**src/rtl/match_round_controller_if.sv**
```systemverilog
// Round controller bus: tick, health-manager inputs, buttons, and
// round/score outputs.
interface match_round_controller_if;
  logic       tick;
  logic [1:0] winner;
  logic [8:0] health_1;
  logic [8:0] health_2;
  logic       continue_btn;
  logic       force_reset;
  logic       round_reset;
  logic       freeze;
  logic [1:0] countdown;
  logic [6:0] round_time;
  logic [2:0] round_num;
  logic [1:0] score_p1;
  logic [1:0] score_p2;
  logic [1:0] round_result;
  logic       match_over;
  logic [1:0] match_winner;

  modport master (
    output tick, winner, health_1, health_2,
    output continue_btn, force_reset,
    input  round_reset, freeze, countdown,
    input  round_time, round_num, score_p1,
    input  score_p2, round_result, match_over,
    input  match_winner
  );

  modport slave (
    input  tick, winner, health_1, health_2,
    input  continue_btn, force_reset,
    output round_reset, freeze, countdown,
    output round_time, round_num, score_p1,
    output score_p2, round_result, match_over,
    output match_winner
  );
endinterface

```
**src/rtl/match_round_controller.sv**
```systemverilog
// Best-of-N round sequencer: reset pulse, countdown, fight, scoring.
// MATCH_TIMEOUT_EN enables the round timer and health tiebreak.
module match_round_controller #(
  parameter int TICKS_PER_SEC     = 20,
  parameter int ROUND_SECONDS     = 99,
  parameter int COUNTDOWN_SECONDS = 3,
  parameter int ROUNDS_TO_WIN     = 2,
  parameter int RESET_PULSE_TICKS = 2,
  parameter int END_HOLD_TICKS    = 40,
  parameter int HOLD_TICKS        = 40
) (
  input logic clk,
  input logic reset_n,
  match_round_controller_if.slave bus
);
  typedef enum logic [2:0] {
    S_RESET, S_COUNTDOWN, S_FIGHT, S_ROUND_END, S_MATCH_OVER
  } state_t;

  localparam logic [15:0] L_TPS   = 16'(TICKS_PER_SEC - 1);
  localparam logic [15:0] L_PULSE = 16'(RESET_PULSE_TICKS - 1);
  localparam logic [15:0] L_END   = 16'(END_HOLD_TICKS - 1);
  localparam logic [15:0] L_HOLD  = 16'(HOLD_TICKS - 1);
  localparam logic [1:0]  L_CD    = 2'(COUNTDOWN_SECONDS);
  localparam logic [6:0]  L_RS    = 7'(ROUND_SECONDS);
  localparam logic [1:0]  L_RTW   = 2'(ROUNDS_TO_WIN);

  state_t      r_state, w_state;
  logic [15:0] r_cnt, w_cnt;
  logic [15:0] r_hold, w_hold;
  logic [15:0] r_force, w_force;
  logic        r_round_reset, w_round_reset;
  logic        r_freeze, w_freeze;
  logic [1:0]  r_countdown, w_countdown;
  logic [6:0]  r_round_time, w_round_time;
  logic [2:0]  r_round_num, w_round_num;
  logic [1:0]  r_score_p1, w_score_p1;
  logic [1:0]  r_score_p2, w_score_p2;
  logic [1:0]  r_result, w_result;
  logic        r_match_over, w_match_over;
  logic [1:0]  r_match_winner, w_match_winner;
  logic [1:0]  w_res;
  logic        w_clear;

`ifndef MATCH_TIMEOUT_EN
  logic w_unused_health;
  assign w_unused_health = ^{bus.health_1, bus.health_2};
`endif

  // State and registered outputs; only tick edges change them.
  always_ff @(posedge clk or negedge reset_n) begin
    if (!reset_n) begin
      r_state        <= S_RESET;
      r_cnt          <= '0;
      r_hold         <= '0;
      r_force        <= '0;
      r_round_reset  <= 1'b1;
      r_freeze       <= 1'b1;
      r_countdown    <= L_CD;
      r_round_time   <= L_RS;
      r_round_num    <= 3'd1;
      r_score_p1     <= '0;
      r_score_p2     <= '0;
      r_result       <= '0;
      r_match_over   <= 1'b0;
      r_match_winner <= '0;
    end else begin
      r_state        <= w_state;
      r_cnt          <= w_cnt;
      r_hold         <= w_hold;
      r_force        <= w_force;
      r_round_reset  <= w_round_reset;
      r_freeze       <= w_freeze;
      r_countdown    <= w_countdown;
      r_round_time   <= w_round_time;
      r_round_num    <= w_round_num;
      r_score_p1     <= w_score_p1;
      r_score_p2     <= w_score_p2;
      r_result       <= w_result;
      r_match_over   <= w_match_over;
      r_match_winner <= w_match_winner;
    end
  end

  // Next state, counters, scores; force-reset clear overrides all.
  always_comb begin
    w_state        = r_state;
    w_cnt          = r_cnt;
    w_hold         = r_hold;
    w_force        = r_force;
    w_countdown    = r_countdown;
    w_round_time   = r_round_time;
    w_round_num    = r_round_num;
    w_score_p1     = r_score_p1;
    w_score_p2     = r_score_p2;
    w_result       = r_result;
    w_match_winner = r_match_winner;
    w_res          = 2'b00;
    w_clear        = 1'b0;
    if (bus.tick) begin
      w_force = bus.force_reset ? r_force + 16'd1 : 16'd0;
      w_hold  = 16'd0;
      unique case (r_state)
        S_RESET: begin
          if (r_cnt == L_PULSE) begin
            w_cnt       = '0;
            w_state     = S_COUNTDOWN;
            w_countdown = L_CD;
          end else begin
            w_cnt = r_cnt + 16'd1;
          end
        end
        S_COUNTDOWN: begin
          if (r_cnt == L_TPS) begin
            w_cnt = '0;
            if (r_countdown == 2'd1) begin
              w_state      = S_FIGHT;
              w_countdown  = 2'd0;
              w_round_time = L_RS;
            end else begin
              w_countdown = r_countdown - 2'd1;
            end
          end else begin
            w_cnt = r_cnt + 16'd1;
          end
        end
        S_FIGHT: begin
          if (bus.winner != 2'b00) begin
            w_res = bus.winner;
          end
`ifdef MATCH_TIMEOUT_EN
          else if (r_cnt == L_TPS) begin
            w_cnt        = '0;
            w_round_time = r_round_time - 7'd1;
            if (r_round_time == 7'd1) begin
              if (bus.health_1 > bus.health_2)
                w_res = 2'b01;
              else if (bus.health_1 < bus.health_2)
                w_res = 2'b10;
              else
                w_res = 2'b11;
            end
          end else begin
            w_cnt = r_cnt + 16'd1;
          end
`endif
          if (w_res != 2'b00) begin
            w_state  = S_ROUND_END;
            w_cnt    = '0;
            w_result = w_res;
            if (w_res == 2'b01 && r_score_p1 != L_RTW)
              w_score_p1 = r_score_p1 + 2'd1;
            if (w_res == 2'b10 && r_score_p2 != L_RTW)
              w_score_p2 = r_score_p2 + 2'd1;
          end
        end
        S_ROUND_END: begin
          if (r_cnt == L_END) begin
            w_cnt = '0;
            if (r_score_p1 == L_RTW) begin
              w_state        = S_MATCH_OVER;
              w_match_winner = 2'b01;
            end else if (r_score_p2 == L_RTW) begin
              w_state        = S_MATCH_OVER;
              w_match_winner = 2'b10;
            end else begin
              w_state      = S_RESET;
              w_countdown  = L_CD;
              w_round_time = L_RS;
              if (r_round_num != 3'd7)
                w_round_num = r_round_num + 3'd1;
            end
          end else begin
            w_cnt = r_cnt + 16'd1;
          end
        end
        S_MATCH_OVER: begin
          if (bus.continue_btn) begin
            if (r_hold == L_HOLD)
              w_clear = 1'b1;
            else
              w_hold = r_hold + 16'd1;
          end
        end
        default: w_state = S_RESET;
      endcase
      if (bus.force_reset && r_force == L_HOLD)
        w_clear = 1'b1;
      if (w_clear) begin
        w_state        = S_RESET;
        w_cnt          = '0;
        w_hold         = '0;
        w_force        = '0;
        w_countdown    = L_CD;
        w_round_time   = L_RS;
        w_round_num    = 3'd1;
        w_score_p1     = '0;
        w_score_p2     = '0;
        w_result       = '0;
        w_match_winner = '0;
      end
    end
    w_round_reset = (w_state == S_RESET);
    w_freeze      = (w_state != S_FIGHT);
    w_match_over  = (w_state == S_MATCH_OVER);
  end

  assign bus.round_reset  = r_round_reset;
  assign bus.freeze       = r_freeze;
  assign bus.countdown    = r_countdown;
  assign bus.round_time   = r_round_time;
  assign bus.round_num    = r_round_num;
  assign bus.score_p1     = r_score_p1;
  assign bus.score_p2     = r_score_p2;
  assign bus.round_result = r_result;
  assign bus.match_over   = r_match_over;
  assign bus.match_winner = r_match_winner;
endmodule

```
**src/flat_wrapper.sv**
```systemverilog
// flat-port wrapper written by rule: the top's interface ports become plain ports
module match_round_controller_flat 
#(
  parameter int TICKS_PER_SEC     = 20,
  parameter int ROUND_SECONDS     = 99,
  parameter int COUNTDOWN_SECONDS = 3,
  parameter int ROUNDS_TO_WIN     = 2,
  parameter int RESET_PULSE_TICKS = 2,
  parameter int END_HOLD_TICKS    = 40,
  parameter int HOLD_TICKS        = 40
)
  (clk, reset_n, bus_tick, bus_winner, bus_health_1, bus_health_2, bus_continue_btn, bus_force_reset, bus_round_reset, bus_freeze, bus_countdown, bus_round_time, bus_round_num, bus_score_p1, bus_score_p2, bus_round_result, bus_match_over, bus_match_winner);
  match_round_controller_if bus_i ();
  input logic clk;
  input logic reset_n;
  input wire logic [$bits(bus_i.tick)-1:0] bus_tick;
  input wire logic [$bits(bus_i.winner)-1:0] bus_winner;
  input wire logic [$bits(bus_i.health_1)-1:0] bus_health_1;
  input wire logic [$bits(bus_i.health_2)-1:0] bus_health_2;
  input wire logic [$bits(bus_i.continue_btn)-1:0] bus_continue_btn;
  input wire logic [$bits(bus_i.force_reset)-1:0] bus_force_reset;
  output wire logic [$bits(bus_i.round_reset)-1:0] bus_round_reset;
  output wire logic [$bits(bus_i.freeze)-1:0] bus_freeze;
  output wire logic [$bits(bus_i.countdown)-1:0] bus_countdown;
  output wire logic [$bits(bus_i.round_time)-1:0] bus_round_time;
  output wire logic [$bits(bus_i.round_num)-1:0] bus_round_num;
  output wire logic [$bits(bus_i.score_p1)-1:0] bus_score_p1;
  output wire logic [$bits(bus_i.score_p2)-1:0] bus_score_p2;
  output wire logic [$bits(bus_i.round_result)-1:0] bus_round_result;
  output wire logic [$bits(bus_i.match_over)-1:0] bus_match_over;
  output wire logic [$bits(bus_i.match_winner)-1:0] bus_match_winner;
  assign bus_i.tick = bus_tick;
  assign bus_i.winner = bus_winner;
  assign bus_i.health_1 = bus_health_1;
  assign bus_i.health_2 = bus_health_2;
  assign bus_i.continue_btn = bus_continue_btn;
  assign bus_i.force_reset = bus_force_reset;
  assign bus_round_reset = bus_i.round_reset;
  assign bus_freeze = bus_i.freeze;
  assign bus_countdown = bus_i.countdown;
  assign bus_round_time = bus_i.round_time;
  assign bus_round_num = bus_i.round_num;
  assign bus_score_p1 = bus_i.score_p1;
  assign bus_score_p2 = bus_i.score_p2;
  assign bus_round_result = bus_i.round_result;
  assign bus_match_over = bus_i.match_over;
  assign bus_match_winner = bus_i.match_winner;
  match_round_controller #(.TICKS_PER_SEC(TICKS_PER_SEC), .ROUND_SECONDS(ROUND_SECONDS), .COUNTDOWN_SECONDS(COUNTDOWN_SECONDS), .ROUNDS_TO_WIN(ROUNDS_TO_WIN), .RESET_PULSE_TICKS(RESET_PULSE_TICKS), .END_HOLD_TICKS(END_HOLD_TICKS), .HOLD_TICKS(HOLD_TICKS)) u_core (.clk(clk), .reset_n(reset_n), .bus(bus_i));
endmodule
```
**config.mk**
```make
export PLATFORM = sky130hd
export DESIGN_NAME = match_round_controller_flat
export DESIGN_NICKNAME = d
export VERILOG_FILES = /design/src/rtl/match_round_controller_if.sv /design/src/rtl/match_round_controller.sv /design/src/flat_wrapper.sv
export SDC_FILE = /design/constraint.sdc
export NUM_CORES = 1
export LEC_CHECK = 0
export CORE_UTILIZATION = 30
export DETAILED_ROUTE_END_ITERATION = 10
export PLACE_DENSITY = 0.55
export SETUP_SLACK_MARGIN = 0.05
export SYNTH_ARGS = -nofsm -noshare
export SYNTH_HDL_FRONTEND = slang
export SYNTH_SLANG_ARGS = --single-unit
```
**constraint.sdc**
```tcl
create_clock -name clk -period 5.63 [get_ports clk]
set_input_delay 1.4075 -clock clk [delete_from_list [all_inputs] [get_ports clk]]
set_output_delay 1.4075 -clock clk [all_outputs]
set_load 0.005 [all_outputs]
```
Word-level counts from Yosys, hierarchy flattened
Cells that the tools add are included.
{"block": "classes", "n_addsub": 7, "n_eq_ne": 28, "mux": 67, "n_reduce_logical": 26}
{"operator": "$mux W16", "n": 11}
{"operator": "$pmux W16 S4", "n": 1}
{"operator": "$mux W2", "n": 26}
{"operator": "$add A16 B1 Y16 const B", "n": 3}
{"operator": "$eq A16 B6 Y1 const B", "n": 3}
{"operator": "$mux W3", "n": 15}
{"operator": "$mux W7", "n": 6}
{"operator": "$reduce_bool A2 Y1", "n": 9}
{"operator": "$eq A16 B1 Y1 const B", "n": 1}
{"operator": "$eq A16 B5 Y1 const B", "n": 1}
{"operator": "$ne A3 B1 Y1 const B", "n": 5}
{"operator": "$pmux W3 S5", "n": 1}
{"operator": "$pmux W7 S2", "n": 1}
{"operator": "$reduce_and A7 Y1", "n": 2}
{"operator": "$reduce_and A4 Y1", "n": 3}
{"operator": "$ne A3 B3 Y1 const B", "n": 3}
{"operator": "$ne A2 B2 Y1 const B", "n": 4}
{"operator": "$eq A2 B2 Y1 const B", "n": 3}
{"operator": "$eq A3 B2 Y1 const B", "n": 2}
{"operator": "$eq A3 B3 Y1 const B", "n": 2}
{"operator": "$logic_not A3 Y1", "n": 2}
{"operator": "$pmux W2 S3", "n": 1}
{"operator": "$reduce_and A3 Y1", "n": 2}
{"operator": "$reduce_and A6 Y1", "n": 1}
{"operator": "11 further kinds", "n": 20}
{"block": "totals", "register_bits": 74, "inputBits": 25, "out_inout_bits": 23, "elab_cells": 142}

Logic depth before layout (Yosys ltp)
Gate-level depths: netlist of run 1.
{"block": "depth", "word_depth": 10, "ltp_mapped": 9}

Least setup slack after synthesis of run 1
OpenSTA, ideal clock, no wires.
{"block": "synth_path", "kind": "input -> register", "start": "in bus_force_reset", "end": "reg u_core.r_freeze, in the netlist u_core.bus.freeze", "setup_time_ns": 0.088, "t_arrival_ns": 2.674, "required_time_ns": 5.542, "setup_slack_ns": 2.867, "cell_stages": 6, "n_path_buf": 0, "cell_sequence": "nor4b_2 -> nand4_2 -> o21a_1 -> a21o_1 -> a21o_1 -> or3b_1"}
{"block": "synth_between", "elab_chain_cells": 6}
{"element": "start: declaration", "line_no": "flat_wrapper.sv:21", "rtl": "input wire logic [$bits(bus_i.force_reset)-1:0] bus_force_reset;"}
{"element": "$logic_and A1 B1 Y1", "line_no": "match_round_controller.sv:187", "rtl": "if (bus.force_reset && r_force == L_HOLD)"}
{"element": "$mux W1", "line_no": "match_round_controller.sv:187"}
{"element": "$mux W1", "line_no": "match_round_controller.sv:100", "rtl": "if (bus.tick) begin"}
{"element": "$mux W3", "line_no": "match_round_controller.sv:189", "rtl": "if (w_clear) begin"}
{"element": "$mux W3", "line_no": "match_round_controller.sv:100"}
{"element": "named net u_core.w_state[2]", "line_no": "match_round_controller.sv:28", "rtl": "state_t r_state, w_state;"}
{"element": "$ne A3 B2 Y1", "line_no": "match_round_controller.sv:204", "rtl": "w_freeze = (w_state != S_FIGHT);"}
{"element": "named net u_core.w_freeze", "line_no": "match_round_controller.sv:33", "rtl": "logic r_freeze, w_freeze;"}
{"element": "end signal: assignment", "line_no": "match_round_controller.sv:73", "rtl": "r_freeze <= w_freeze;"}
{"element": "end: declaration", "line_no": "match_round_controller.sv:33"}
The timed path passes the listed nets, and every way through them passes these cells. The select of a mux whose other input is x is not followed.
A chain may end at the register's enable or synchronous reset.

Worst setup path in the final report of run 1
{"block": "layout_path", "start": "in bus_force_reset", "end": "reg u_core.r_force[6]"}
{"block": "layout_between", "elab_chain_cells": 4, "elab_cells_between_ends": 5, "cone_classes": "mux: 4; reduce/logical: 1"}
{"element": "$logic_and A1 B1 Y1", "line_no": "match_round_controller.sv:187"}
{"element": "$mux W1", "line_no": "match_round_controller.sv:187"}
{"element": "$mux W1", "line_no": "match_round_controller.sv:100"}
{"element": "$mux W16 *", "line_no": "match_round_controller.sv:189"}
{"element": "end signal: assignment", "line_no": "match_round_controller.sv:71", "rtl": "r_force <= w_force;"}
{"element": "end: declaration", "line_no": "match_round_controller.sv:31", "rtl": "logic [15:0] r_force, w_force;"}
Mark *: on every way between the ends. The rest lies on a longest branch, timed or not. The select of a mux whose other input is x is not followed.

==> results of run 1 <==
## power groups by stage
stage	combinational (uW)	clock, uW	sequential, uW
2_1_floorplan	120	0	533
3_3_place_gp	176	0	539
3_5_place_dp	180	0	540
4_1_cts	181	627	531
5_1_grt	207	648	536
6_report	179	612	532
## cell type report
class | count | area [um2]
Inverter | 15 | 56.3
Fill cell | 1298 | 8050
Sequential cell | 67 | 1680
Timing Repair Buffer | 24 | 230
Tap cell | 172 | 215
Multi-Input combinational cell | 328 | 2060
Clock buffer | 9 | 225
Clock inverter | 7 | 98.8
## worst max-delay path: cells and delay by family
| family | cells | cell delay [ns] |
|---|---|---|
| compound gates | 2 | 1.09 |
| simple gates | 3 | 0.69 |
| buf+inv | 1 | 0.64 |
## path summary, 6_finish.rpt
kind,from,to,slack (ns),depth (start not counted)
setup / recovery,bus_force_reset,u_core.r_force[6],1.99,6
hold / removal,u_core.bus.match_winner[1],u_core.bus.match_winner[1],0.49,2
setup reg to reg,u_core.r_cnt[0],u_core.r_cnt[11],2.98,7
hold reg to reg,u_core.bus.match_winner[1],u_core.bus.match_winner[1],0.49,2
max in group asynchronous,reset_n,u_core.r_cnt[1],3.80,2
min in group asynchronous,reset_n,u_core.r_force[9],1.25,2
## metal layers
layer	share of wire [%]	track usage [%]	wire (um)
met1	46	18.3	4110
met2	49	25.9	4430
met3	4.1	4.76	366
met4	0.84	4.79	75
met5	0	0	0
## logic make-up (layout without fill, tap and decap cells)
group           count (synthesis)  after routing
buf+inv                        37             55
xor+xnor                       11             11
fa+ha+maj                       9              9
compound gates                117            117
flops                          67             67
other cells                     2              7
simple gates                  179            179
mux                             5              5
## sequential cells by signal, summed over array words and instances (netlist names)
name	cells
u_core.bus.countdown	2
u_core.bus.freeze	1
u_core.bus.match_over	1
u_core.bus.match_winner	2
u_core.bus.round_num	3
u_core.bus.round_reset	1
u_core.bus.round_result	2
u_core.bus.score_p1	2
u_core.bus.score_p2	2
u_core.r_cnt	16
u_core.r_force	16
u_core.r_hold	16
u_core.r_state	3
## stage by stage
| stage | area (um2) | hold WS, ns |
|---|---|---|
| detailed placement | 4240 | 0.482 |
| global placement | 4240 | 0.471 |
| CTS | 4570 | 0.494 |
| finish | 4570 | 0.486 |
| floorplan | 3910 | 0.465 |
| global route | 4570 | 0.519 |
## cells in the final DEF, fill, tap and decap left out, types with 3 or more instances in the layout
cell              n
a22o_1            4
conb_1            7
nand3_1          29
o41ai_1           4
xor2_1            9
nor2_1           29
nand4_1          15
ha_1              9
o22ai_1           5
a31oi_1           4
dfrtp_1          62
o21ai_0          40
inv_1            15
clkbuf_16         9
nor4_1            3
nor4_2            3
and2_1            5
a21oi_1          13
and3_1           13
dfstp_2           5
o21ai_1           6
o21a_1            3
a211oi_1          6
nand2_1          41
mux2i_1           4
clkdlybuf4s50_1  21
nor3_1           12
a22oi_1           4
o2bb2ai_1         9
nand2b_1          9
o31ai_1           8
==> tab_implementation.tex, run 1 <==
\begin{tabular}{lr}
\hline
Metric & Value \\
\hline
\multicolumn{2}{l}{\textbf{Outcome}} \\
\quad Outcome & completed \\
\multicolumn{2}{l}{\textbf{CTS}} \\
\quad TritonCTS clock tree & yes \\
\quad H-tree depth reported by CTS & 3 \\
\quad Master cell of the clock root buffer & clkbuf\_16 \\
\quad Buffer count from post-CTS setup fixing & 0 \\
\quad Clock insertion delay at the later pin of the skew report & 0.34 ns \\
\quad Count of hold buffers inserted by post-cts repair & 0 \\
\quad Post-cts repair resize count & 0 \\
\quad Inserted Clock Buffers & 9 \\
\quad Clock slew at the register clock pins of the worst setup and hold paths & 0.06 ns \\
\quad Number of clock sinks seen by CTS & 67 \\
\quad Deepest clock path buffer count & 2 \\
\multicolumn{2}{l}{\textbf{Setup path}} \\
\quad Critical Path Sink Type & register \\
\quad Maximum net fanout on the critical path & 13 \\
\quad Worst setup path class & in2reg \\
\quad Crit path DAT & 3.83 ns \\
\quad Peak per-stage delay on the critical path & 0.72 ns \\
\quad Slowest cell on the critical path & a21oi\_1 \\
\quad Critical path required time & 5.82 ns \\
\quad Startpoint types & primary input \\
\quad Chain of cells forming the critical path & clkdlybuf4s50\_1, nor4b\_2, nand4\_2, o21a\_1, a21oi\_1, nor2\_1 \\
\multicolumn{2}{l}{\textbf{Yosys}} \\
\quad Share of Yosys cell area claimed by the top area cell type & 39.9\% \\
\quad Combinational family with the most area after synthesis & simple AND/OR/NAND/NOR gates \\
\quad Fraction of synthesized cell area in xor and xnor cells & 2.48\% \\
\quad Post-synthesis register bit count & 67 \\
\quad Post-synthesis mux area share & 1.32\% \\
\quad Instance count of the mapped netlist & 427 \\
\quad Part of the Yosys area used for sequential elements & 43.2\% \\
\quad Number of warnings reported in the yosys synthesis log & 0 \\
\quad Most instantiated cells after synthesis & dfrtp\_1, nand2\_1, o21ai\_0, nand3\_1, nor2\_1 \\
\quad Cell taking the most area after synthesis & dfrtp\_1 \\
\quad Most common cell in the synthesized netlist & dfrtp\_1 \\
\quad Post-synth EDFFs & 0 \\
\quad Post-synthesis instance area & 0.00389 mm2 \\
\quad Adder-Cell Fraction of Synth Area & 2.89\% \\
\quad Fraction of synthesis flops using an asynchronous set or reset pin & 100\% \\
\quad Synth Area per Inst & 9.12 um2 \\
\quad Distinct cell type count after synthesis & 57 \\
\quad Synth Area in Compound Gates & 19.5\% \\
\quad Post-synthesis simple-gate area fraction & 26.0\% \\
\quad Top FF cell, synth & dfrtp\_1 \\
\quad Area contributors post-synth & dfrtp\_1, o21ai\_0, nand2\_1 \\
\multicolumn{2}{l}{\textbf{Place}} \\
\quad Port Buffers & 22 \\
\quad Total instance count after detailed placement & 606 \\
\quad Placer's final routability congestion estimate & 0.781 \\
\quad HPWL reported at the end of detailed placement & 6.19 mm \\
\quad Pre-CTS setup slack & 1.57 ns \\
\multicolumn{2}{l}{\textbf{Global routing}} \\
\quad Number of antenna violations at the first check in global routing & 0 \\
\quad Vias in the first global route & 3295 \\
\quad First-pass GRT wire length & 15.8 mm \\
\quad Global router's overall resource usage & 15.2\% \\
\quad Pin count of the biggest net entering global routing & 68 \\
\quad Sum of overflow across all layers after global routing & 0 \\
\multicolumn{2}{l}{\textbf{Die}} \\
\quad Initial core utilization & 30.8\% \\
\quad Overall die area & 0.0134 mm2 \\
\quad I/O pin total & 48 \\
\quad Placement Rows & 41 \\
\quad Die boundary width & 116 um \\
\quad Y dimension of the die & 116 um \\
\quad Floorplan core area & 0.0126 mm2 \\
\multicolumn{2}{l}{\textbf{Pwr}} \\
\quad Standby leakage power & 0.00190 uW \\
\quad Net Sw Power & 355 uW \\
\quad Total power draw & 1320 uW \\
\quad Power per unit of standard cell area & 290 mW/mm2 \\
\quad Worst VDD drop & 0.126 mV \\
\quad Fraction of power spent switching nets & 26.9\% \\
\quad Clock share of power & 46.3\% \\
\quad Flop pwr share & 40.2\% \\
\quad Share of power burned in combinational logic & 13.5\% \\
\quad Internal portion of total power & 968 uW \\
\multicolumn{2}{l}{\textbf{Min path}} \\
\quad Worst min path class & reg2reg \\
\multicolumn{2}{l}{\textbf{Run}} \\
\quad Count of maximum capacitance violations & 0 \\
\multicolumn{2}{l}{\textbf{STA}} \\
\quad Final-layout setup total negative slack & 0 ns \\
\quad Setup clock skew after layout & 0.00835 ns \\
\quad Slew at the pin closest to its max-slew limit & 0.853 ns \\
\quad Post-layout worst setup margin & 1.99 ns \\
\quad Maximum clock rate & 274 MHz \\
\quad Final hold violation count & 0 \\
\quad Slew Limit Fails & 0 \\
\quad Final Setup Violations & 0 \\
\quad Unrepaired setup endpoints after global routing & no \\
\quad Post-route clock period utilization & 64.7\% \\
\quad Time the worst path needs with I/O delays and setup & 3.64 ns \\
\quad Remaining max-slew budget at the tightest pin & 43.1\% \\
\multicolumn{2}{l}{\textbf{Layout}} \\
\quad Post-layout instance count excluding filler cells & 622 \\
\quad N\_diodes & 0 \\
\quad Total Nets Final & 479 \\
\quad Share of post-route cells with drive strength above 1 & 8.89\% \\
\quad Area Overhead vs Synth & 17.4\% \\
\quad Util after Layout & 36.2\% \\
\multicolumn{2}{l}{\textbf{Route}} \\
\quad Detailed Routing Iterations Pass 1 & 5 \\
\quad Number of DRC violations after detailed routing & 0 \\
\quad Initial DRC Count & 171 \\
\quad Count of antenna-violating nets left after detailed routing & 0 \\
\quad Via density per instance & 5.30 \\
\quad Routed wire length & 8.98 mm \\
\quad WL per Instance & 14.4 um \\
\quad Overall via count from detail\_route & 3297 \\
\hline
\end{tabular}
No activity file was read; power rests on OpenSTA's default activity.
==> run 2: changes to the inputs <==
--- a/config.mk
+++ b/config.mk
@@ -7,7 +7,7 @@
 export LEC_CHECK = 0
 export CORE_UTILIZATION = 30
 export DETAILED_ROUTE_END_ITERATION = 10
-export PLACE_DENSITY = 0.55
+export PLACE_DENSITY = 0.57
 export SETUP_SLACK_MARGIN = 0.05
 export SYNTH_ARGS = -nofsm -noshare
 export SYNTH_HDL_FRONTEND = slang
==> constraint.sdc (replaced) <==
create_clock -name clk -period 3.05 [get_ports clk]
set_input_delay 0.7625 -clock clk [delete_from_list [all_inputs] [get_ports clk]]
set_output_delay 0.7625 -clock clk [all_outputs]
set_load 0.005 [all_outputs]
==> run 2 against run 1 <==
  * Core utilization increased by 0.43 points
  * Global-route usage about the same
  * Register-to-register slack got worse by 2.3 ns
  * Largest cell class unchanged
  * Count of clock-buffer cells in the layout increased by 4
  * Critical path depth increased by 2
  * Via count decreased by 0.39%
  * Clock skew increased by 0.0031 ns
  * Design area increased by 1.2%
  * Die area unchanged
  * Clock power increased by 68%
  * Combinational power increased by 94%
==> tab_implementation.tex, run 2 (synthesized netlist as in run 1, its figures left out) <==
\begin{tabular}{lr}
\hline
Metric & Value \\
\hline
\multicolumn{2}{l}{\textbf{Outcome}} \\
\quad Outcome & completed \\
\multicolumn{2}{l}{\textbf{CTS}} \\
\quad Buffer count from post-CTS setup fixing & 0 (unchanged) \\
\quad H-tree depth reported by CTS & 3 (unchanged) \\
\quad Number of clock sinks seen by CTS & 67 (unchanged) \\
\quad Clock insertion delay at the later pin of the skew report & 0.34 ns (about the same) \\
\quad Count of hold buffers inserted by post-cts repair & 0 (unchanged) \\
\quad TritonCTS clock tree & yes \\
\quad Deepest clock path buffer count & 2 (unchanged) \\
\quad Master cell of the clock root buffer & clkbuf\_16 \\
\quad Clock slew at the register clock pins of the worst setup and hold paths & 0.06 ns (about the same) \\
\quad Inserted Clock Buffers & 9 (unchanged) \\
\quad Post-cts repair resize count & 0 (unchanged) \\
\multicolumn{2}{l}{\textbf{Route}} \\
\quad Detailed Routing Iterations Pass 1 & 4 (-1) \\
\quad Detail Route met2 WL & 4.58 mm (+3.5\%) \\
\quad Via density per instance & 5.20 (-2.0\%) \\
\quad M1 wire length & 4.33 mm (+5.3\%) \\
\quad WL per Instance & 14.8 um (+2.4\%) \\
\quad Number of DRC violations after detailed routing & 0 (unchanged) \\
\quad Count of antenna-violating nets left after detailed routing & 0 (unchanged) \\
\quad Overall via count from detail\_route & 3284 (-0.39\%) \\
\quad Routed wire length & 9.35 mm (+4.1\%) \\
\quad Highest metal layer used by the detailed router & met4 \\
\quad Initial DRC Count & 189 (+11\%) \\
\quad Sum of met3 wire segment lengths after detailed routing & 348 um (-4.9\%) \\
\multicolumn{2}{l}{\textbf{STA}} \\
\quad Slew Limit Fails & 0 (unchanged) \\
\quad Maximum clock rate & 398 MHz \\
\quad Final-layout setup total negative slack & 0 ns (unchanged) \\
\quad Unrepaired setup endpoints after global routing & no \\
\quad Final hold violation count & 0 (unchanged) \\
\quad Post-layout worst setup margin & 0.535 ns (-1.45 ns) \\
\quad Final Setup Violations & 0 (unchanged) \\
\quad Remaining max-slew budget at the tightest pin & 54.2\% (+11 points) \\
\quad Slew at the pin closest to its max-slew limit & 0.683 ns (-0.170 ns) \\
\quad Fin Hold WS & 0.445 ns (-0.0413 ns) \\
\quad Time the worst path needs with I/O delays and setup & 2.52 ns \\
\quad Setup clock skew after layout & 0.0115 ns (+0.00314 ns) \\
\quad Post-route clock period utilization & 82.5\% \\
\multicolumn{2}{l}{\textbf{Place}} \\
\quad Total instance count after detailed placement & 616 (+1.7\%) \\
\quad Pre-CTS setup slack & 0.198 ns (-1.37 ns) \\
\quad Placer's final routability congestion estimate & 0.779 (-0.27\%) \\
\quad Port Buffers & 22 (unchanged) \\
\quad HPWL reported at the end of detailed placement & 6.37 mm (+2.9\%) \\
\quad Cell area after placement & 0.00433 mm2 (+2.1\%) \\
\multicolumn{2}{l}{\textbf{Layout}} \\
\quad Area Overhead vs Synth & 18.7\% \\
\quad Fill cells & 1301 (+0.23\%) \\
\quad Most frequent cells in the layout & dfrtp\_1, nand2\_1, o21ai\_0, nor2\_1, nand3\_1 \\
\quad Cell area after layout & 0.00462 mm2 (+1.2\%) \\
\quad Largest registers & u\_core.r\_cnt: 16 flops, u\_core.r\_force: 16 flops, u\_core.r\_hold: 16 flops \\
\quad Most common cell after layout, fill and taps aside & dfrtp\_1 \\
\quad N\_diodes & 0 (unchanged) \\
\quad Share of post-route cells with drive strength above 1 & 10.2\% (+1.3 points) \\
\quad Post-layout instance count excluding filler cells & 632 (+1.6\%) \\
\quad Total Nets Final & 489 (+2.1\%) \\
\quad Multi-input gate area in the final layout & 0.00206 mm2 (unchanged) \\
\quad Area used by sequential logic in the layout & 0.00168 mm2 (unchanged) \\
\multicolumn{2}{l}{\textbf{Setup path}} \\
\quad Number of cells traversed by the worst register-to-register path & 8 (+1) \\
\quad Startpoint types & primary input \\
\quad Launch point of the worst reg-to-reg path & u\_core.r\_cnt[1] \\
\quad Worst setup path class & in2reg \\
\quad Critical path required time & 3.26 ns (-2.56 ns) \\
\quad Crit path DAT & 2.72 ns (-1.11 ns) \\
\quad Reg2Reg Capture Point & u\_core.r\_cnt[14] \\
\quad Minimum setup slack among reg-to-reg paths & 0.71 ns (-2.27 ns) \\
\quad Critical Path Sink Type & register \\
\quad Maximum net fanout on the critical path & 12 (-1) \\
\multicolumn{2}{l}{\textbf{Run}} \\
\quad Count of maximum capacitance violations & 0 (unchanged) \\
\multicolumn{2}{l}{\textbf{Global routing}} \\
\quad Global router's overall resource usage & 15.2\% (-0.024 points) \\
\quad Pin count of the biggest net entering global routing & 68 (unchanged) \\
\quad Sum of overflow across all layers after global routing & 0 (unchanged) \\
\quad Number of antenna violations at the first check in global routing & 0 (unchanged) \\
\quad First-pass GRT wire length & 15.8 mm (about the same) \\
\quad Vias in the first global route & 3220 (-2.3\%) \\
\multicolumn{2}{l}{\textbf{Min path}} \\
\quad Worst min path class & in2async \\
\multicolumn{2}{l}{\textbf{Die}} \\
\quad Y dimension of the die & 116 um (unchanged) \\
\quad Initial core utilization & 30.8\% (unchanged) \\
\quad Overall die area & 0.0134 mm2 (unchanged) \\
\quad Floorplan core area & 0.0126 mm2 (unchanged) \\
\quad Die boundary width & 116 um (unchanged) \\
\quad I/O pin total & 48 (unchanged) \\
\quad Placement Rows & 41 (unchanged) \\
\multicolumn{2}{l}{\textbf{Pwr}} \\
\quad Power per unit of standard cell area & 509 mW/mm2 (+76\%) \\
\quad Standby leakage power & 0.00194 uW (+2.1\%) \\
\quad Worst VDD drop & 0.319 mV (+150\%) \\
\hline
\end{tabular}
[run 2: cell count changes in the layout (fill, tap and decap cells not counted), sizes merged]
cell,change
buf,+10
bufinv,-1
clkbuf,+4
clkinvlp,-1
inv,-2
[run 2: critical path, stage by stage]
cell	delay, ns
clkdlybuf4s50_1	0.50
nor4b_2	0.24
nand4_2	0.28
o21ai_2	0.23
buf_4	0.27
a21oi_2	0.14
a22oi_1	0.21
o31ai_1	0.10
[run 2: how the worst max path moves through the flow]
| stage | to | depth (start not counted) | from |
|---|---|---|---|
| floorplan | u_core.bus.freeze | 6 | bus_force_reset |
| global placement | u_core.bus.freeze | 7 | bus_force_reset |
| detailed placement | u_core.r_cnt[14] | 8 | bus_force_reset |
| CTS | u_core.r_cnt[14] | 8 | bus_force_reset |
| global route | u_core.r_cnt[14] | 8 | bus_force_reset |
| finish | u_core.r_cnt[14] | 8 | bus_force_reset |
[run 2: metal layers]
layer / up-vias / global-route usage (%)
li1: 1620 / -
met1: 1617 / 18.7
met2: 39 / 25.7
met3: 8 / 4.76
met4: 0 / 3.93
met5: - / 0
[run 2: area by class of cell]
class	instances	share of cell area, %
well taps	172	4.66
multi-input cells	328	44.6
flip-flops and latches	67	36.4
clock inverters	3	0.866
clock buffers	13	5.41
inverters	15	1.22
repair buffers	34	6.88
[run 2: where the power goes]
part,internal (uW),leakage (uW),switching [uW]
combinational,139,0.000899,207
clock,653,0.000144,375
sequential,936,0.000901,42.2
total,1730,0.00194,625
[run 2: per-stage QoR]
stage          total power [uW]  util, %
5_1_grt                    2470     36.6
4_1_cts                    2390     36.6
3_5_place_dp               1340     34.3
6_report                   2350     36.6
2_1_floorplan              1210        -
3_3_place_gp               1340     34.3
==> run 3: changes to the inputs <==
==> constraint.sdc (replaced) <==
create_clock -name clk -period 2.3 [get_ports clk]
set_input_delay 0.575 -clock clk [delete_from_list [all_inputs] [get_ports clk]]
set_output_delay 0.575 -clock clk [all_outputs]
set_load 0.005 [all_outputs]
==> run 3 against run 2 <==
  * Critical path depth shrank 1
  * Combinational power up 55%
  * Non-clock buffer count up 31
  * Worst hold slack worse by 0.18 ns
  * Power rose by 38%
  * Via count grew 2.8%
  * Clock power increased by 36%
  * Core utilization increased by 2.6 points
==> tab_implementation.tex, run 3 (synthesized netlist as in run 1, its figures left out) <==
\begin{tabular}{lr}
\hline
Metric & Value \\
\hline
\multicolumn{2}{l}{\textbf{Global routing}} \\
\quad Sum of overflow across all layers after global routing & 0 (unchanged) \\
\quad Number of antenna violations at the first check in global routing & 0 (unchanged) \\
\quad Vias in the first global route & 3405 (+5.7\%) \\
\quad Pin count of the biggest net entering global routing & 68 (unchanged) \\
\quad First-pass GRT wire length & 16.1 mm (+1.9\%) \\
\quad Global router's overall resource usage & 15.2\% (+0.070 points) \\
\multicolumn{2}{l}{\textbf{Route}} \\
\quad Sum of met3 wire segment lengths after detailed routing & 232 um (-33\%) \\
\quad Initial DRC Count & 168 (-11\%) \\
\quad Detailed Routing Iterations Pass 1 & 4 (unchanged) \\
\quad Number of DRC violations after detailed routing & 0 (unchanged) \\
\quad Highest metal layer used by the detailed router & met4 \\
\quad Via density per instance & 5.09 (-2.0\%) \\
\quad M1 wire length & 4.29 mm (-0.95\%) \\
\quad Overall via count from detail\_route & 3376 (+2.8\%) \\
\quad WL per Instance & 14.0 um (-5.6\%) \\
\quad Detail Route met2 WL & 4.59 mm (+0.11\%) \\
\quad Count of antenna-violating nets left after detailed routing & 0 (unchanged) \\
\quad Routed wire length & 9.25 mm (-1.0\%) \\
\multicolumn{2}{l}{\textbf{Setup path}} \\
\quad Startpoint types & primary input \\
\quad Reg2Reg Capture Point & u\_core.bus.freeze \\
\quad Critical Path Sink Type & register \\
\quad Maximum net fanout on the critical path & 4 (-8) \\
\quad Minimum setup slack among reg-to-reg paths & 0.18 ns (-0.53 ns) \\
\quad Worst setup path class & in2reg \\
\quad Number of cells traversed by the worst register-to-register path & 7 (-1) \\
\quad Crit path DAT & 2.45 ns (-0.27 ns) \\
\quad Critical path required time & 2.56 ns (-0.70 ns) \\
\quad Launch point of the worst reg-to-reg path & u\_core.r\_hold[12] \\
\multicolumn{2}{l}{\textbf{Outcome}} \\
\quad Outcome & completed \\
\multicolumn{2}{l}{\textbf{Place}} \\
\quad Pre-CTS setup slack & -0.243 ns (-0.441 ns) \\
\quad Placer's final routability congestion estimate & 0.826 (+6.1\%) \\
\quad HPWL reported at the end of detailed placement & 6.64 mm (+4.2\%) \\
\quad Total instance count after detailed placement & 643 (+4.4\%) \\
\quad Port Buffers & 22 (unchanged) \\
\quad Cell area after placement & 0.00455 mm2 (+5.0\%) \\
\multicolumn{2}{l}{\textbf{Layout}} \\
\quad Util after Layout & 39.2\% (+2.6 points) \\
\quad Most frequent cells in the layout & dfrtp\_1, nand2\_1, buf\_4, o21ai\_0, nor2\_1 \\
\quad Fill cells & 1303 (+0.15\%) \\
\quad Post-layout instance count excluding filler cells & 663 (+4.9\%) \\
\quad Largest registers & u\_core.r\_cnt: 16 flops, u\_core.r\_force: 16 flops, u\_core.r\_hold: 16 flops \\
\quad N\_diodes & 0 (unchanged) \\
\quad Share of post-route cells with drive strength above 1 & 17.9\% (+7.7 points) \\
\quad Most common cell after layout, fill and taps aside & dfrtp\_1 \\
\quad Cell area after layout & 0.00495 mm2 (+7.1\%) \\
\quad Multi-input gate area in the final layout & 0.00212 mm2 (+2.7\%) \\
\quad Area used by sequential logic in the layout & 0.00168 mm2 (about the same) \\
\quad Area Overhead vs Synth & 27.2\% \\
\quad Total Nets Final & 520 (+6.3\%) \\
\multicolumn{2}{l}{\textbf{STA}} \\
\quad Time the worst path needs with I/O delays and setup & 2.19 ns \\
\quad Final Setup Violations & 0 (unchanged) \\
\quad Post-route clock period utilization & 95.4\% \\
\quad Remaining max-slew budget at the tightest pin & 61.1\% (+6.9 points) \\
\quad Final hold violation count & 0 (unchanged) \\
\quad Maximum clock rate & 456 MHz \\
\quad Unrepaired setup endpoints after global routing & yes \\
\quad Post-layout worst setup margin & 0.106 ns (-0.429 ns) \\
\quad Slew at the pin closest to its max-slew limit & 0.578 ns (-0.105 ns) \\
\quad Slew Limit Fails & 0 (unchanged) \\
\quad Setup clock skew after layout & 0.00620 ns (-0.00528 ns) \\
\multicolumn{2}{l}{\textbf{Pwr}} \\
\quad Worst VDD drop & 0.345 mV (+7.9\%) \\
\quad Power per unit of standard cell area & 655 mW/mm2 (+29\%) \\
\quad Standby leakage power & 0.00209 uW (+7.6\%) \\
\multicolumn{2}{l}{\textbf{CTS}} \\
\quad TritonCTS clock tree & yes \\
\quad Count of hold buffers inserted by post-cts repair & 0 (unchanged) \\
\quad Inserted Clock Buffers & 9 (unchanged) \\
\quad Clock slew at the register clock pins of the worst setup and hold paths & 0.06 ns (about the same) \\
\quad Deepest clock path buffer count & 2 (unchanged) \\
\quad Master cell of the clock root buffer & clkbuf\_16 \\
\quad Clock insertion delay at the later pin of the skew report & 0.33 ns (about the same) \\
\quad H-tree depth reported by CTS & 3 (unchanged) \\
\quad Number of clock sinks seen by CTS & 67 (unchanged) \\
\multicolumn{2}{l}{\textbf{Min path}} \\
\quad Worst min path class & in2async \\
\multicolumn{2}{l}{\textbf{Die}} \\
\quad Floorplan core area & 0.0126 mm2 (unchanged) \\
\quad Initial core utilization & 30.8\% (unchanged) \\
\quad Overall die area & 0.0134 mm2 (unchanged) \\
\quad Placement Rows & 41 (unchanged) \\
\quad Die boundary width & 116 um (unchanged) \\
\quad I/O pin total & 48 (unchanged) \\
\quad Y dimension of the die & 116 um (unchanged) \\
\multicolumn{2}{l}{\textbf{Run}} \\
\quad Count of maximum capacitance violations & 0 (unchanged) \\
\hline
\end{tabular}
[run 3: worst max-delay path by stage]
| stage | start | endpoint |
|---|---|---|
| after floorplan | u_core.r_cnt[0] | u_core.r_cnt[13] |
| after global placement | bus_force_reset | u_core.bus.freeze |
| after detailed placement | bus_force_reset | u_core.bus.freeze |
| after CTS | u_core.r_cnt[0] | u_core.r_cnt[11] |
| after global routing | u_core.r_cnt[0] | u_core.r_cnt[6] |
| final | bus_force_reset | u_core.bus.freeze |
[run 3: area by class of cell]
type,instances,share of cell area (%)
multi-input cells,328,42.7
flip-flops and latches,67,34.0
repair buffers,65,11.6
clock buffers,11,4.90
well taps,172,4.35
clock inverters,5,1.24
inverters,15,1.14
[run 3: through the flow]
stage	hold slack (ns)	setup TNS (ns)	power, uW
6_report	0.266	0	3240
5_1_grt	0.288	0	3410
4_1_cts	0.268	0	3250
3_5_place_dp	0.502	-6.53	1820
3_3_place_gp	0.476	-4.70	1810
2_1_floorplan	0.279	0	1600
[run 3: timing repair]
item | 4_1_cts | 5_1_grt
buffers inserted | 0 | 4
resized for setup | 0 | 13
setup endpoints to repair | 0 | 21
[run 3: layer usage]
metal	up-vias	track usage, %
met1	1645	18.3
li1	1684	-
met2	33	26.3
met3	14	3.87
met5	-	0
met4	0	5.38
[run 3: power by group]
| group | total [uW] | switching [uW] | internal, uW |
|---|---|---|---|
| Sequential | 1300 | 59.6 | 1240 |
| Clock | 1400 | 532 | 872 |
| Combinational | 537 | 288 | 248 |
[run 3: critical path, cell delays in order]
cell and delay, ns:
clkdlybuf4s50_1 0.49, nor4b_2 0.23, nand4_2 0.23, buf_4 0.21, and3_1 0.18, a21o_1 0.18, or3b_1 0.35
